[config.mk]
export PLATFORM = sky130hd
export DESIGN_NAME = obf_seq
export DESIGN_NICKNAME = d
export VERILOG_FILES = /design/src/rtl/obf_seq_pkg.sv /design/src/rtl/obf_seq_oreg.sv /design/src/rtl/obf_seq.sv
export SDC_FILE = /design/constraint.sdc
export NUM_CORES = 1
export LEC_CHECK = 0
export BUFFER_PORTS_ARGS = -buffer_cell sky130_fd_sc_hd__buf_2
export CAP_MARGIN = 20
export CORE_MARGIN = 2
export CORE_UTILIZATION = 41
export CTS_CLUSTER_DIAMETER = 30
export DETAILED_ROUTE_END_ITERATION = 8
export PLACE_DENSITY = 0.75
export SYNTH_ARGS = -nofsm -noshare
export SYNTH_HDL_FRONTEND = slang
export SYNTH_SLANG_ARGS = --single-unit
[constraint.sdc]
create_clock -name clk -period 2.47 [get_ports clk]
set_input_delay 0.6175 -clock clk [delete_from_list [all_inputs] [get_ports clk]]
set_output_delay 0.6175 -clock clk [all_outputs]
set_load 0.03 [all_outputs]
[src/rtl/obf_seq_pkg.sv]
// Shared constants and state encoding for the obfuscation LUT sequencer.
package obf_seq_pkg;

  localparam int OBF_IGU_WIDTH     = 8;
  localparam int OBF_PPC_WIDTH     = 7;
  localparam int OBF_LUT_OUT_WIDTH = 16;

  localparam logic [OBF_LUT_OUT_WIDTH-1:0] OBF_LUT_END = 16'h0000;

  typedef enum logic {
    OBF_SEQ_IDLE = 1'b0,
    OBF_SEQ_SEQ  = 1'b1
  } obf_seq_state_e;

endpackage

[src/rtl/obf_seq_oreg.sv]
// Valid/ready output register toward decode: loads when empty or accepted, flush clears valid.
module obf_seq_oreg (
  input  logic        clk,
  input  logic        rst,
  input  logic        i_flush,
  input  logic        i_ready,
  input  logic        i_set,
  input  logic [31:0] i_insn,
  input  logic        i_subst,
  output logic        o_load,
  output logic        o_valid,
  output logic [31:0] o_insn,
  output logic        o_subst
);

  logic        r_valid;
  logic [31:0] r_insn;
  logic        r_subst;

  assign o_load  = !r_valid || i_ready;
  assign o_valid = r_valid;
  assign o_insn  = r_insn;
  assign o_subst = r_subst;

  always_ff @(posedge clk or posedge rst) begin
    if (rst) begin
      r_valid <= 1'b0;
      r_insn  <= '0;
      r_subst <= 1'b0;
    end else if (i_flush) begin
      r_valid <= 1'b0;
    end else if (o_load) begin
      r_valid <= i_set;
      if (i_set) begin
        r_insn  <= i_insn;
        r_subst <= i_subst;
      end
    end
  end

endmodule

[src/rtl/obf_seq.sv]
// Sequencer that walks the substitution LUT for flagged fetches and passes others through.
// Optional overrun limit enabled with macro OBF_SEQ_LIMIT_EN.
module obf_seq
  import obf_seq_pkg::*;
#(
  parameter int MAX_STEPS = 16
) (
  input  logic                         clk,
  input  logic                         rst,
  input  logic                         flush,
  input  logic                         if_valid,
  input  logic [31:0]                  if_insn,
  input  logic                         if_hit,
  input  logic [OBF_IGU_WIDTH-1:0]     if_index,
  output logic                         if_stall,
  output logic [OBF_IGU_WIDTH-1:0]     lut_index,
  output logic [OBF_PPC_WIDTH-1:0]     lut_ppc,
  input  logic [OBF_LUT_OUT_WIDTH-1:0] lut_sub,
  input  logic [OBF_LUT_OUT_WIDTH-1:0] lut_imm,
  output logic                         id_valid,
  output logic [31:0]                  id_insn,
  output logic                         id_subst,
  input  logic                         id_ready,
  output logic                         seq_err
);

  obf_seq_state_e             r_state, w_state_nxt;
  logic [OBF_IGU_WIDTH-1:0]   r_index, w_index_nxt;
  logic [OBF_PPC_WIDTH-1:0]   r_ppc, w_ppc_nxt;
  logic                       w_load;
  logic                       w_set;
  logic [31:0]                w_insn;
  logic                       w_subst;

`ifdef OBF_SEQ_LIMIT_EN
  localparam int CNT_W = $clog2(MAX_STEPS + 1);
  logic [CNT_W-1:0] r_cnt, w_cnt_nxt;
  logic             r_err, w_err_nxt;
`endif

  obf_seq_oreg u_oreg (
    .clk     (clk),
    .rst     (rst),
    .i_flush (flush),
    .i_ready (id_ready),
    .i_set   (w_set),
    .i_insn  (w_insn),
    .i_subst (w_subst),
    .o_load  (w_load),
    .o_valid (id_valid),
    .o_insn  (id_insn),
    .o_subst (id_subst)
  );

  assign lut_index = r_index;
  assign lut_ppc   = r_ppc;
  assign if_stall  = (r_state == OBF_SEQ_SEQ) || (id_valid && !id_ready);

  always_ff @(posedge clk or posedge rst) begin
    if (rst) begin
      r_state <= OBF_SEQ_IDLE;
      r_index <= '0;
      r_ppc   <= '0;
    end else begin
      r_state <= w_state_nxt;
      r_index <= w_index_nxt;
      r_ppc   <= w_ppc_nxt;
    end
  end

`ifdef OBF_SEQ_LIMIT_EN
  always_ff @(posedge clk or posedge rst) begin
    if (rst) begin
      r_cnt <= '0;
      r_err <= 1'b0;
    end else begin
      r_cnt <= w_cnt_nxt;
      r_err <= w_err_nxt;
    end
  end
  assign seq_err = r_err;
`else
  assign seq_err = 1'b0;
`endif

  always_comb begin
    w_state_nxt = r_state;
    w_index_nxt = r_index;
    w_ppc_nxt   = r_ppc;
    w_set       = 1'b0;
    w_insn      = if_insn;
    w_subst     = 1'b0;
`ifdef OBF_SEQ_LIMIT_EN
    w_cnt_nxt   = r_cnt;
    w_err_nxt   = r_err;
`endif
    if (flush) begin
      w_state_nxt = OBF_SEQ_IDLE;
      w_ppc_nxt   = '0;
`ifdef OBF_SEQ_LIMIT_EN
      w_cnt_nxt   = '0;
`endif
    end else if (w_load) begin
      case (r_state)
        OBF_SEQ_IDLE: begin
          if (if_valid && !if_hit) begin
            w_set = 1'b1;
          end else if (if_valid && if_hit) begin
            w_index_nxt = if_index;
            w_ppc_nxt   = '0;
            w_state_nxt = OBF_SEQ_SEQ;
`ifdef OBF_SEQ_LIMIT_EN
            w_cnt_nxt   = '0;
`endif
          end
        end
        OBF_SEQ_SEQ: begin
          if (lut_sub == OBF_LUT_END) begin
            w_ppc_nxt   = '0;
            w_state_nxt = OBF_SEQ_IDLE;
`ifdef OBF_SEQ_LIMIT_EN
          end else if (r_cnt == CNT_W'(MAX_STEPS)) begin
            // Overrun: drop the word and abandon the sequence
            w_ppc_nxt   = '0;
            w_state_nxt = OBF_SEQ_IDLE;
            w_err_nxt   = 1'b1;
`endif
          end else begin
            w_set     = 1'b1;
            w_insn    = {lut_sub, lut_imm};
            w_subst   = 1'b1;
            w_ppc_nxt = r_ppc + OBF_PPC_WIDTH'(2);
`ifdef OBF_SEQ_LIMIT_EN
            w_cnt_nxt = r_cnt + CNT_W'(1);
`endif
          end
        end
        default: w_state_nxt = OBF_SEQ_IDLE;
      endcase
    end
  end

endmodule

==> impl_metrics.tcl <==
set metrics [dict create \
    status "finished, final reports clean" \
    grt_max_degree 34 \
    post-cts-setup-buffer-count 0 \
    finalSetupViolCount 0 \
    syn_area_um2 2295 \
    synthSimpleGateAreaFrac 0.1668 \
    max_slew.worst_pin.slew_ns 0.6881 \
    pin_count 129 \
    cp-start-kind "input port" \
    first_global_vias 1985 \
    p_leak_uw 0.001441 \
    initial_utilization 0.4219 \
    cts_resized 0 \
    postSynthCellCount 180 \
    yosysWarnings 0 \
    final_cell_mix "buf_2, dfrtp_1, o221a_1" \
    cts_tree "built" \
    irDropWorstVdd_mv 0.4626 \
    synth_compound_area_frac 0.1957 \
    regArea_um2 1226 \
    worstSetupPathType "in2out" \
    die-area_um2 6211 \
    gp_congestion 0.8629 \
    dpl_cell_area_um2 3027 \
    final_cell_area_um2 3138 \
    synth_xor_area_frac 0.003817 \
    internal_power_uw 1646 \
    ys_seq_area_frac 0.5344 \
    tns_ns 0 \
    grt_setup_unrepaired "no" \
    maxCapViolations 0 \
    root_buffer "clkbuf_8" \
    nFillCells 510 \
    worst_ep_arrival_time_ns 1.67 \
    postCtsHoldBufs 0 \
    numCtsBuffers 5 \
    end_kind "output port" \
    period_needed_ns 2.284 \
    drtIter0Drc 61 \
    synth.ff_latch_count 49 \
    final_nets 388 \
    synth_top_family_by_area "compound AO/OA/AOI/OAI gates" \
    p_total_uw 2630 \
    rows 27 \
    vias_per_cell 5.165 \
    cp.required_ns 1.85 \
    coreArea_um2 5439 \
    diodes 0 \
    clkPwrFrac 0.216 \
    final_antenna_net_count 0 \
    fin_skew_ns 0.01104 \
    die_y_um 78.81 \
    overflow 0 \
    p_seq_frac 0.420 \
    setup_ws_ns 0.1861 \
    clock.fmax_ghz 0.4378 \
    drc_errors 0 \
    max_slew_margin 0.5403 \
    multiInputGateArea_um2 970.9 \
    grtUsageTotal 0.1916 \
    avgSynthCellArea_um2 12.75 \
    area_growth_pct 36.75 \
    power_switching_uw 983.8 \
    antenna_found_initial 0 \
    synth_cell_types 36 \
    clock_latency_ns 0.30 \
    dp_hpwl_mm 4.332 \
    slew_viol_final 0 \
    min_path_type "in2async" \
    clk_pin_slew_worst_paths_ns 0.09 \
    layout_commonest_cell "buf_2" \
    cts_max_path_buffers 2 \
    vias 1973 \
    comb_power_share 0.364 \
    period_share 0.9247 \
    grt_first_pass_wirelength_mm 9.321 \
    drive_gt1_frac 0.5065 \
    post_drt_wl_per_cell_um 14.87 \
    muxShareOfSynthArea 0.04798 \
    numPortBuffers 126 \
    clock-sinks 49 \
    synth_fa_ha_area_frac 0.005453 \
    p_per_area_nw_per_um2 838.1 \
    htree_levels 2 \
    final_hold_viol_count 0 \
    drt-total-wl_mm 5.680 \
    swShare 0.3741 \
    drtPass1Iterations 4 \
    dpl_worst_slack_ns 0.1990 \
    worstPathMaxFanout 6 \
    dieWidth_um 78.81 \
]
==> worst max-delay path, cell delays in order <==
cell,delay (ns)
buf_2,0.09
nor2b_1,0.54
nor2_1,0.15
inv_1,0.08
buf_2,0.19
==> synth_stat cells <==
| cell | instances | area (um2) |
|---|---|---|
| ha_1 | 1 | 12.51 |
| nand4_2 | 1 | 12.51 |
| nor2_2 | 1 | 6.260 |
| o21ai_0 | 3 | 15.01 |
| nand2b_1 | 27 | 168.9 |
| nor4_4 | 1 | 21.27 |
| mux2_2 | 8 | 90.09 |
| a21oi_1 | 1 | 5.000 |
| nand4_1 | 1 | 6.260 |
| inv_1 | 5 | 18.77 |
| a32o_1 | 1 | 10.01 |
| nand2_1 | 2 | 7.510 |
| o221a_1 | 30 | 337.8 |
| and3_1 | 1 | 6.260 |
| nand3_1 | 5 | 25.02 |
| or2b_1 | 8 | 60.06 |
| o22ai_1 | 1 | 6.260 |
| a31oi_1 | 3 | 18.77 |
| xor2_1 | 1 | 8.760 |
| o21ba_2 | 1 | 10.01 |
| a21o_1 | 1 | 7.510 |
| nand2_2 | 1 | 6.260 |
| o21bai_1 | 1 | 7.510 |
| nor2_1 | 2 | 7.510 |
| buf_2 | 3 | 15.01 |
| buf_6 | 3 | 33.78 |
| buf_4 | 3 | 22.52 |
| nor4_1 | 4 | 25.02 |
| nor2b_1 | 1 | 6.260 |
| nor4b_4 | 1 | 23.77 |
| dfrtp_1 | 49 | 1226 |
| conb_1 | 1 | 3.750 |
| a221oi_1 | 1 | 8.760 |
| clkbuf_1 | 3 | 11.26 |
| mux2i_1 | 2 | 20.02 |
| o221a_2 | 2 | 22.52 |
==> cells by family after synthesis <==
group,after synthesis
AO/OA/AOI/OAI,45
adder cells (fa/ha/maj),1
AND/OR/NAND/NOR,56
XOR/XNOR,1
multiplexers,10
other,1
flip-flops,49
buffers and inverters,17
==> worst paths after layout <==
path / startpoint / to / slack [ns] / depth (start not counted)
max: id_ready / if_stall / 0.19 / 5
min: rst / lut_index[1] / 0.37 / 2
max reg2reg: u_oreg.o_valid / u_oreg.o_insn[24] / 0.61 / 5
min reg2reg: lut_index[3] / lut_index[3] / 0.51 / 1
max in group asynchronous: rst / u_oreg.o_insn[2] / 1.57 / 3
min in group clk: lut_index[3] / lut_index[3] / 0.51 / 1
==> power groups by stage <==
stage | combinational, uW | clock (uW) | sequential, uW
after floorplan | 261 | 0 | 1490
after global placement | 950 | 0 | 1110
after detailed placement | 972 | 0 | 1110
after CTS | 967 | 583 | 1100
after global routing | 1020 | 626 | 1130
final | 957 | 569 | 1100
==> per-stage QoR <==
stage | utilization | instances | hold slack [ns]
after detailed placement | 0.5565 | 374 | 0.4906
after global routing | 0.5770 | 382 | 0.3984
final | 0.5770 | 382 | 0.3663
after floorplan | - | 181 | 0.6311
after CTS | 0.5770 | 382 | 0.3800
after global placement | 0.5565 | 374 | 0.4853
==> layer usage <==
layer / GRT usage / routed length [um] / vias up / part of all wire
met3: 0.05000 / 385 / 8 / 0.068
met2: 0.3068 / 2727 / 76 / 0.48
met5: 0 / 0 / - / 0
met1: 0.2552 / 2492 / 954 / 0.44
li1: - / - / 935 / -
met4: 0.06207 / 75 / 0 / 0.013
==> final cells by class <==
| type | count | area share |
|---|---|---|
| clock buffer | 6 | 0.02313 |
| clock inverter | 2 | 0.01236 |
| inverter | 5 | 0.005981 |
| sequential | 49 | 0.3908 |
| multi-input combinational | 115 | 0.3094 |
| timing repair buffer | 133 | 0.2297 |
| tap | 72 | 0.02871 |
==> state kept, by name, indices dropped and copies added, names as in the netlist <==
signal	count
u_oreg.o_subst	1
lut_ppc	6
lut_index	8
u_oreg.o_valid	1
r_state	1
u_oreg.o_insn	32
No activity file was read; power rests on OpenSTA's default activity.
